<file path="src/rtl/mssd_pkg.sv">
// mssd_pkg: shared types and default constants for the parametrised serial-stream demux.
//   state_t  : frame decoder states
//   DEF_*    : default parameter values used by mssd_param
//   max_int  : helper to size the shared field counter
package mssd_pkg;

  typedef enum logic [2:0] {
    IDLE,
    ADDR,
    LEN,
    DATA,
    PAR
  } state_t;

  localparam int DEF_NUM_CH    = 4;
  localparam int DEF_LEN_W     = 4;
  localparam int DEF_PARITY_EN = 1;
  localparam int DEF_EVEN_PAR  = 1;

  function automatic int max_int(input int a, input int b);
    return (a > b) ? a : b;
  endfunction

endpackage

</file>
<file path="src/rtl/mssd_bit_counter.sv">
// mssd_bit_counter: loadable down-counter shared by the ADDR, LEN and DATA fields.
//   gclk     : rising-edge clock
//   grst_n   : asynchronous active-low reset
//   load     : load load_val (has priority over en)
//   en       : decrement by one
//   load_val : value to load
//   zero     : count is currently zero (last bit of the current field)
module mssd_bit_counter #(
  parameter int W = 4
) (
  input  logic         gclk,
  input  logic         grst_n,
  input  logic         load,
  input  logic         en,
  input  logic [W-1:0] load_val,
  output logic         zero
);

  logic [W-1:0] cnt;

  always_ff @(posedge gclk or negedge grst_n) begin
    if (!grst_n)   cnt <= '0;
    else if (load) cnt <= load_val;
    else if (en)   cnt <= cnt - W'(1);
  end

  assign zero = (cnt == '0);

endmodule

</file>
<file path="src/rtl/mssd_param.sv">
// mssd_param: parametrised multi-channel serial-stream demultiplexer.
// Frame (MSB first, one bit per cycle, no gaps):
//   start(0) | addr[ADDR_W] | len[LEN_W] | data[len] | parity (if PARITY_EN)
// Ports:
//   Clk        : rising-edge clock, serIn sampled every edge
//   reset      : asynchronous active-low reset
//   serIn      : serial line, idles high
//   p          : channel data, only p[d] may be 1 and only while out_valid
//   d          : index of channel currently served (held otherwise)
//   out_valid  : p[d] carries a payload bit this cycle
//   frame_done : 1-cycle pulse, frame completed cleanly
//   error      : 1-cycle pulse, frame rejected (bad address or parity)
module mssd_param
  import mssd_pkg::*;
#(
  parameter int NUM_CH    = DEF_NUM_CH,
  parameter int LEN_W     = DEF_LEN_W,
  parameter int PARITY_EN = DEF_PARITY_EN,
  parameter int EVEN_PAR  = DEF_EVEN_PAR,
  localparam int ADDR_W   = $clog2(NUM_CH)
) (
  input  logic              Clk,
  input  logic              reset,
  input  logic              serIn,
  output logic [NUM_CH-1:0] p,
  output logic [ADDR_W-1:0] d,
  output logic              out_valid,
  output logic              frame_done,
  output logic              error
);

  localparam int   CNT_W      = max_int(ADDR_W, LEN_W);
  localparam logic PAR_ON     = (PARITY_EN != 0);
  // accumulated XOR over addr/len/data/parity that a clean frame must hit
  localparam logic PAR_TARGET = (EVEN_PAR == 0);

  state_t state, state_nxt;

  logic [ADDR_W-1:0] addr_sr, addr_nxt;
  logic [LEN_W-1:0]  len_sr, len_nxt;
  logic              par_acc, par_nxt;
  logic              bad_addr;

  logic              cnt_load, cnt_en, cnt_zero;
  logic [CNT_W-1:0]  cnt_val;

  logic              beat;     // a payload bit is being sampled this cycle
  logic              eof;      // last bit of the frame is being sampled
  logic              fail;
  logic [NUM_CH-1:0] p_nxt;

  mssd_bit_counter #(.W(CNT_W)) u_cnt (
    .gclk     (Clk),
    .grst_n   (reset),
    .load     (cnt_load),
    .en       (cnt_en),
    .load_val (cnt_val),
    .zero     (cnt_zero)
  );

  assign addr_nxt = ADDR_W'({addr_sr, serIn});
  assign len_nxt  = LEN_W'({len_sr, serIn});
  assign par_nxt  = par_acc ^ serIn;

  always_ff @(posedge Clk or negedge reset) begin
    if (!reset) state <= IDLE;
    else        state <= state_nxt;
  end

  // The counter is loaded with (field length - 1) so that zero marks the
  // last bit of each field; DATA is only entered with len != 0.
  always_comb begin
    state_nxt = state;
    cnt_load  = 1'b0;
    cnt_en    = 1'b0;
    cnt_val   = '0;
    beat      = 1'b0;
    eof       = 1'b0;
    case (state)
      IDLE: begin
        if (!serIn) begin
          state_nxt = ADDR;
          cnt_load  = 1'b1;
          cnt_val   = CNT_W'(ADDR_W - 1);
        end
      end
      ADDR: begin
        if (cnt_zero) begin
          state_nxt = LEN;
          cnt_load  = 1'b1;
          cnt_val   = CNT_W'(LEN_W - 1);
        end else begin
          cnt_en = 1'b1;
        end
      end
      LEN: begin
        if (cnt_zero) begin
          if (len_nxt != '0) begin
            state_nxt = DATA;
            cnt_load  = 1'b1;
            cnt_val   = CNT_W'(len_nxt - LEN_W'(1));
          end else if (PAR_ON) begin
            state_nxt = PAR;
          end else begin
            state_nxt = IDLE;
            eof       = 1'b1;
          end
        end else begin
          cnt_en = 1'b1;
        end
      end
      DATA: begin
        beat = 1'b1;
        if (cnt_zero) begin
          if (PAR_ON) begin
            state_nxt = PAR;
          end else begin
            state_nxt = IDLE;
            eof       = 1'b1;
          end
        end else begin
          cnt_en = 1'b1;
        end
      end
      PAR: begin
        state_nxt = IDLE;
        eof       = 1'b1;
      end
      default: state_nxt = IDLE;
    endcase
  end

  // Without parity, par_nxt is ignored so only the address can reject.
  assign fail = bad_addr | (PAR_ON & (par_nxt != PAR_TARGET));

  always_comb begin
    p_nxt = '0;
    for (int i = 0; i < NUM_CH; i++)
      p_nxt[i] = beat & ~bad_addr & serIn & (int'(addr_sr) == i);
  end

  always_ff @(posedge Clk or negedge reset) begin
    if (!reset) begin
      addr_sr    <= '0;
      len_sr     <= '0;
      par_acc    <= 1'b0;
      bad_addr   <= 1'b0;
      p          <= '0;
      d          <= '0;
      out_valid  <= 1'b0;
      frame_done <= 1'b0;
      error      <= 1'b0;
    end else begin
      if (state == IDLE) begin
        // start bit itself is excluded from the parity
        par_acc <= 1'b0;
        if (!serIn) bad_addr <= 1'b0;
      end else begin
        par_acc <= par_nxt;
      end

      if (state == ADDR) begin
        addr_sr <= addr_nxt;
        if (cnt_zero) bad_addr <= (int'(addr_nxt) >= NUM_CH);
      end
      if (state == LEN) len_sr <= len_nxt;

      p         <= p_nxt;
      out_valid <= beat & ~bad_addr;
      if (beat && !bad_addr) d <= addr_sr;

      frame_done <= eof & ~fail;
      error      <= eof & fail;
    end
  end

endmodule
</file>
<file path="config.mk">
export PLATFORM = sky130hd
export DESIGN_NAME = mssd_param
export DESIGN_NICKNAME = d
export VERILOG_FILES = /design/src/rtl/mssd_pkg.sv /design/src/rtl/mssd_bit_counter.sv /design/src/rtl/mssd_param.sv
export SDC_FILE = /design/constraint.sdc
export NUM_CORES = 1
export LEC_CHECK = 0
export CAP_MARGIN = 30
export CORE_UTILIZATION = 55
export CTS_CLUSTER_DIAMETER = 60
export DETAILED_ROUTE_END_ITERATION = 6
export PLACE_DENSITY = 0.83
export SYNTH_ARGS = -nofsm -noshare
export SYNTH_HDL_FRONTEND = slang
export SYNTH_SLANG_ARGS = --single-unit
</file>
<file path="constraint.sdc">
create_clock -name Clk -period 2.67 [get_ports Clk]
set_clock_uncertainty 0.05 [all_clocks]
set_input_delay 0.267 -clock Clk [delete_from_list [all_inputs] [get_ports Clk]]
set_output_delay 0.267 -clock Clk [all_outputs]
set_load 0.01 [all_outputs]
</file>
==> flow_metrics.tcl <==
set metrics [dict create \
    status "finished, final reports clean" \
    drt_first_iter_violations 24 \
    ios 12 \
    ys_seq_area_frac 0.511 \
    layout_min_cycle_time_ps 1900 \
    grt_max_degree 24 \
    antennaDiodeCount 0 \
    clock_latency_ps 320 \
    timing.final.ws_setup_ps 766 \
    cts_buffers 3 \
    rrSetupSlack_ps 770 \
    synth_top_area_cell "dfrtp_1" \
    clkPwrFrac 0.113 \
    ys_seq_elements 23 \
    hold_path_class "in -> async" \
    synthArstFlopShare 1.00 \
    synth_edf_count 0 \
    seqPwrFrac 0.436 \
    synthesis.area_um2 1130 \
    drt_wl_total_um 1850 \
    synthTopCellsByArea "dfrtp_1, mux2_2, ha_1" \
    num_vias 783 \
    dr.pass1.iters 4 \
    grt_pass1_vias 700 \
    sw_frac_of_total 0.386 \
    fin_crit_sh 0.713 \
    synth_top_area_frac 0.511 \
    ir_worst_vdd_uv 644 \
    report.final.slew_viol_count 0 \
    ys.flop_type "dfrtp_1" \
    r2r_start "u_cnt.cnt[0]" \
    start_util 0.581 \
    maxSlewHeadroom 0.704 \
    grt_pass1_wl_um 2970 \
    cts_tree "built" \
    syn_nets 110 \
    worst-path-max-fanout 7 \
    leakage_uw 0.000548 \
    setup-tns-final_ps 0 \
    cp_data_arrival_time_ps 2070 \
    grt_overflow 0 \
    combPwrFrac 0.451 \
    routedWlPerCell_um 12.9 \
    dpl-instance-area_um2 1260 \
    cp-start-kind "flop" \
    h-tree-depth 1 \
    grtUsageTotal 0.198 \
    holdBufCountCts 0 \
    fin_cells 143 \
    syn_area_per_cell_um2 10.9 \
    port_buffers 11 \
    clk_pin_slew_ps 130 \
    clockRootBuffer "clkbuf_4" \
    fin_util 0.665 \
    maxCapViolCount 0 \
    powerDensity_nw_per_um2 1110 \
    worstReg2RegEnd "u_cnt.cnt[2]" \
    antenna_found_initial 0 \
    syn_inst 103 \
    cts-resized-gates 0 \
    final_nets 124 \
    synth_warnings 0 \
    crit_type "reg -> reg" \
    synth.distinct_cells 31 \
    design_area_um2 1290 \
    final_hold_viol_count 0 \
    ant_nets 0 \
    gp_congestion 0.896 \
    remaining_drc_errors 0 \
    areaGrowthSynthToFinish_pct 14.5 \
    core_um2 1940 \
    post_cts_buffers 0 \
    reg2reg_depth 7 \
    cts_buffer_depth 2 \
    rsz0062_at_grt "no" \
    synth_most_common_cell "dfrtp_1" \
    clock.fmax_mhz 525 \
    switchingPower_uw 555 \
    pre_cts_ws_ps 481 \
    dpl.cell_count 139 \
    via_per_inst 5.48 \
    drive_gt1_frac 0.155 \
    required_ps 2840 \
    dp_hpwl_um 1340 \
    die_x_um 47.3 \
    worst_pin_slew_ps 442 \
    rows 16 \
    intPower_uw 881 \
    yosys-top-cells-count "dfrtp_1, nor2_1, mux2_2, nand2_1, a21oi_1" \
    fp.dieArea_um2 2230 \
    end_kind "flop" \
    setup_viol 0 \
    fp.dieH_um 47.3 \
    clock-sinks 23 \
]
==> worst max path at each step <==
stage	startpoint	to	cells past startpoint
finish	u_cnt.cnt[0]	u_cnt.cnt[2]	7
global route	u_cnt.cnt[0]	u_cnt.cnt[2]	7
CTS	u_cnt.cnt[0]	u_cnt.cnt[2]	7
detailed placement	serIn	u_cnt.cnt[2]	8
global placement	serIn	u_cnt.cnt[2]	8
floorplan	u_cnt.cnt[0]	u_cnt.cnt[1]	6
==> kinds of logic (layout without fill, tap and decap cells) <==
family                   Yosys count  count (layout)  synth area share
AO/OA/AOI/OAI                     16              16            0.0899
XOR/XNOR                           3               3            0.0233
adder cells (fa/ha/maj)            4               4            0.0444
buffers and inverters              7              20            0.0255
flip-flops                        23              23             0.511
multiplexers                       7               7            0.0699
AND/OR/NAND/NOR                   43              43             0.236
==> critical path, stage by stage, from the launching register on <==
cell	delay (ps)
dfrtp_1	430
inv_1	120
ha_1	180
nor3b_2	400
a21oi_1	210
o21ai_2	150
nor2b_1	200
nor3_2	50
==> stage by stage <==
| step | total power (µW) | hold slack [ps] |
|---|---|---|
| final | 1440 | 236 |
| after global routing | 1560 | 263 |
| after CTS | 1440 | 248 |
| after detailed placement | 1290 | 436 |
| after global placement | 1270 | 429 |
| after floorplan | 1110 | -78.6 |
==> state kept, by name, summed over array words and instances (netlist names) <==
register    cells
u_cnt.cnt       4
state           3
frame_done      1
error           1
p               4
out_valid       1
addr_sr         2
d               2
len_sr          3
par_acc         1
bad_addr        1
==> routing by layer <==
metal | up-vias | routed length, µm | GRT usage
li1 | 389 | - | -
met1 | 370 | 853 | 0.254
met2 | 18 | 889 | 0.310
met3 | 6 | 57 | 0.0346
met4 | 0 | 48 | 0.126
met5 | - | 0 | 0
==> final cells by class <==
cell class | instances | area, µm²
tap | 27 | 33.8
fill | 164 | 651
timing repair buffer | 12 | 118
multi-input combinational | 73 | 523
inverter | 4 | 15.0
sequential | 23 | 576
clock buffer | 4 | 26.3
==> cells in the final DEF, fill, tap and decap left out <==
cell	netlist	final
and4_1	1	1
nor3b_2	2	2
o21ai_1	2	2
nor4_1	2	2
inv_1	4	4
nor2b_1	1	1
nor4b_1	1	1
o31a_1	2	2
a21oi_1	5	5
clkbuf_4	0	3
nor3b_1	2	2
ha_1	4	4
and4bb_1	1	1
o31ai_1	1	1
xnor2_1	1	1
mux2_2	7	7
nand3_1	2	2
and2_1	1	1
dfrtp_1	23	23
a221oi_1	1	1
nor2_1	11	11
nand2_1	7	7
nor3_1	4	4
o21ai_2	2	2
clkdlybuf4s50_1	0	11
xor2_1	2	2
o21ai_0	3	3
buf_4	0	1
nor3b_4	1	1
nand3b_1	3	3
nor3_2	2	2
clkbuf_1	1	1
nand2b_1	2	2
==> power by group through the flow <==
stage          Clock, µW  Sequential [µW]  Combinational [µW]
2_1_floorplan          0              595                 513
3_3_place_gp           0              626                 640
3_5_place_dp           0              633                 652
4_1_cts              164              626                 655
5_1_grt              176              651                 730
6_report             162              627                 648
(Power assumes the default switching activity.)
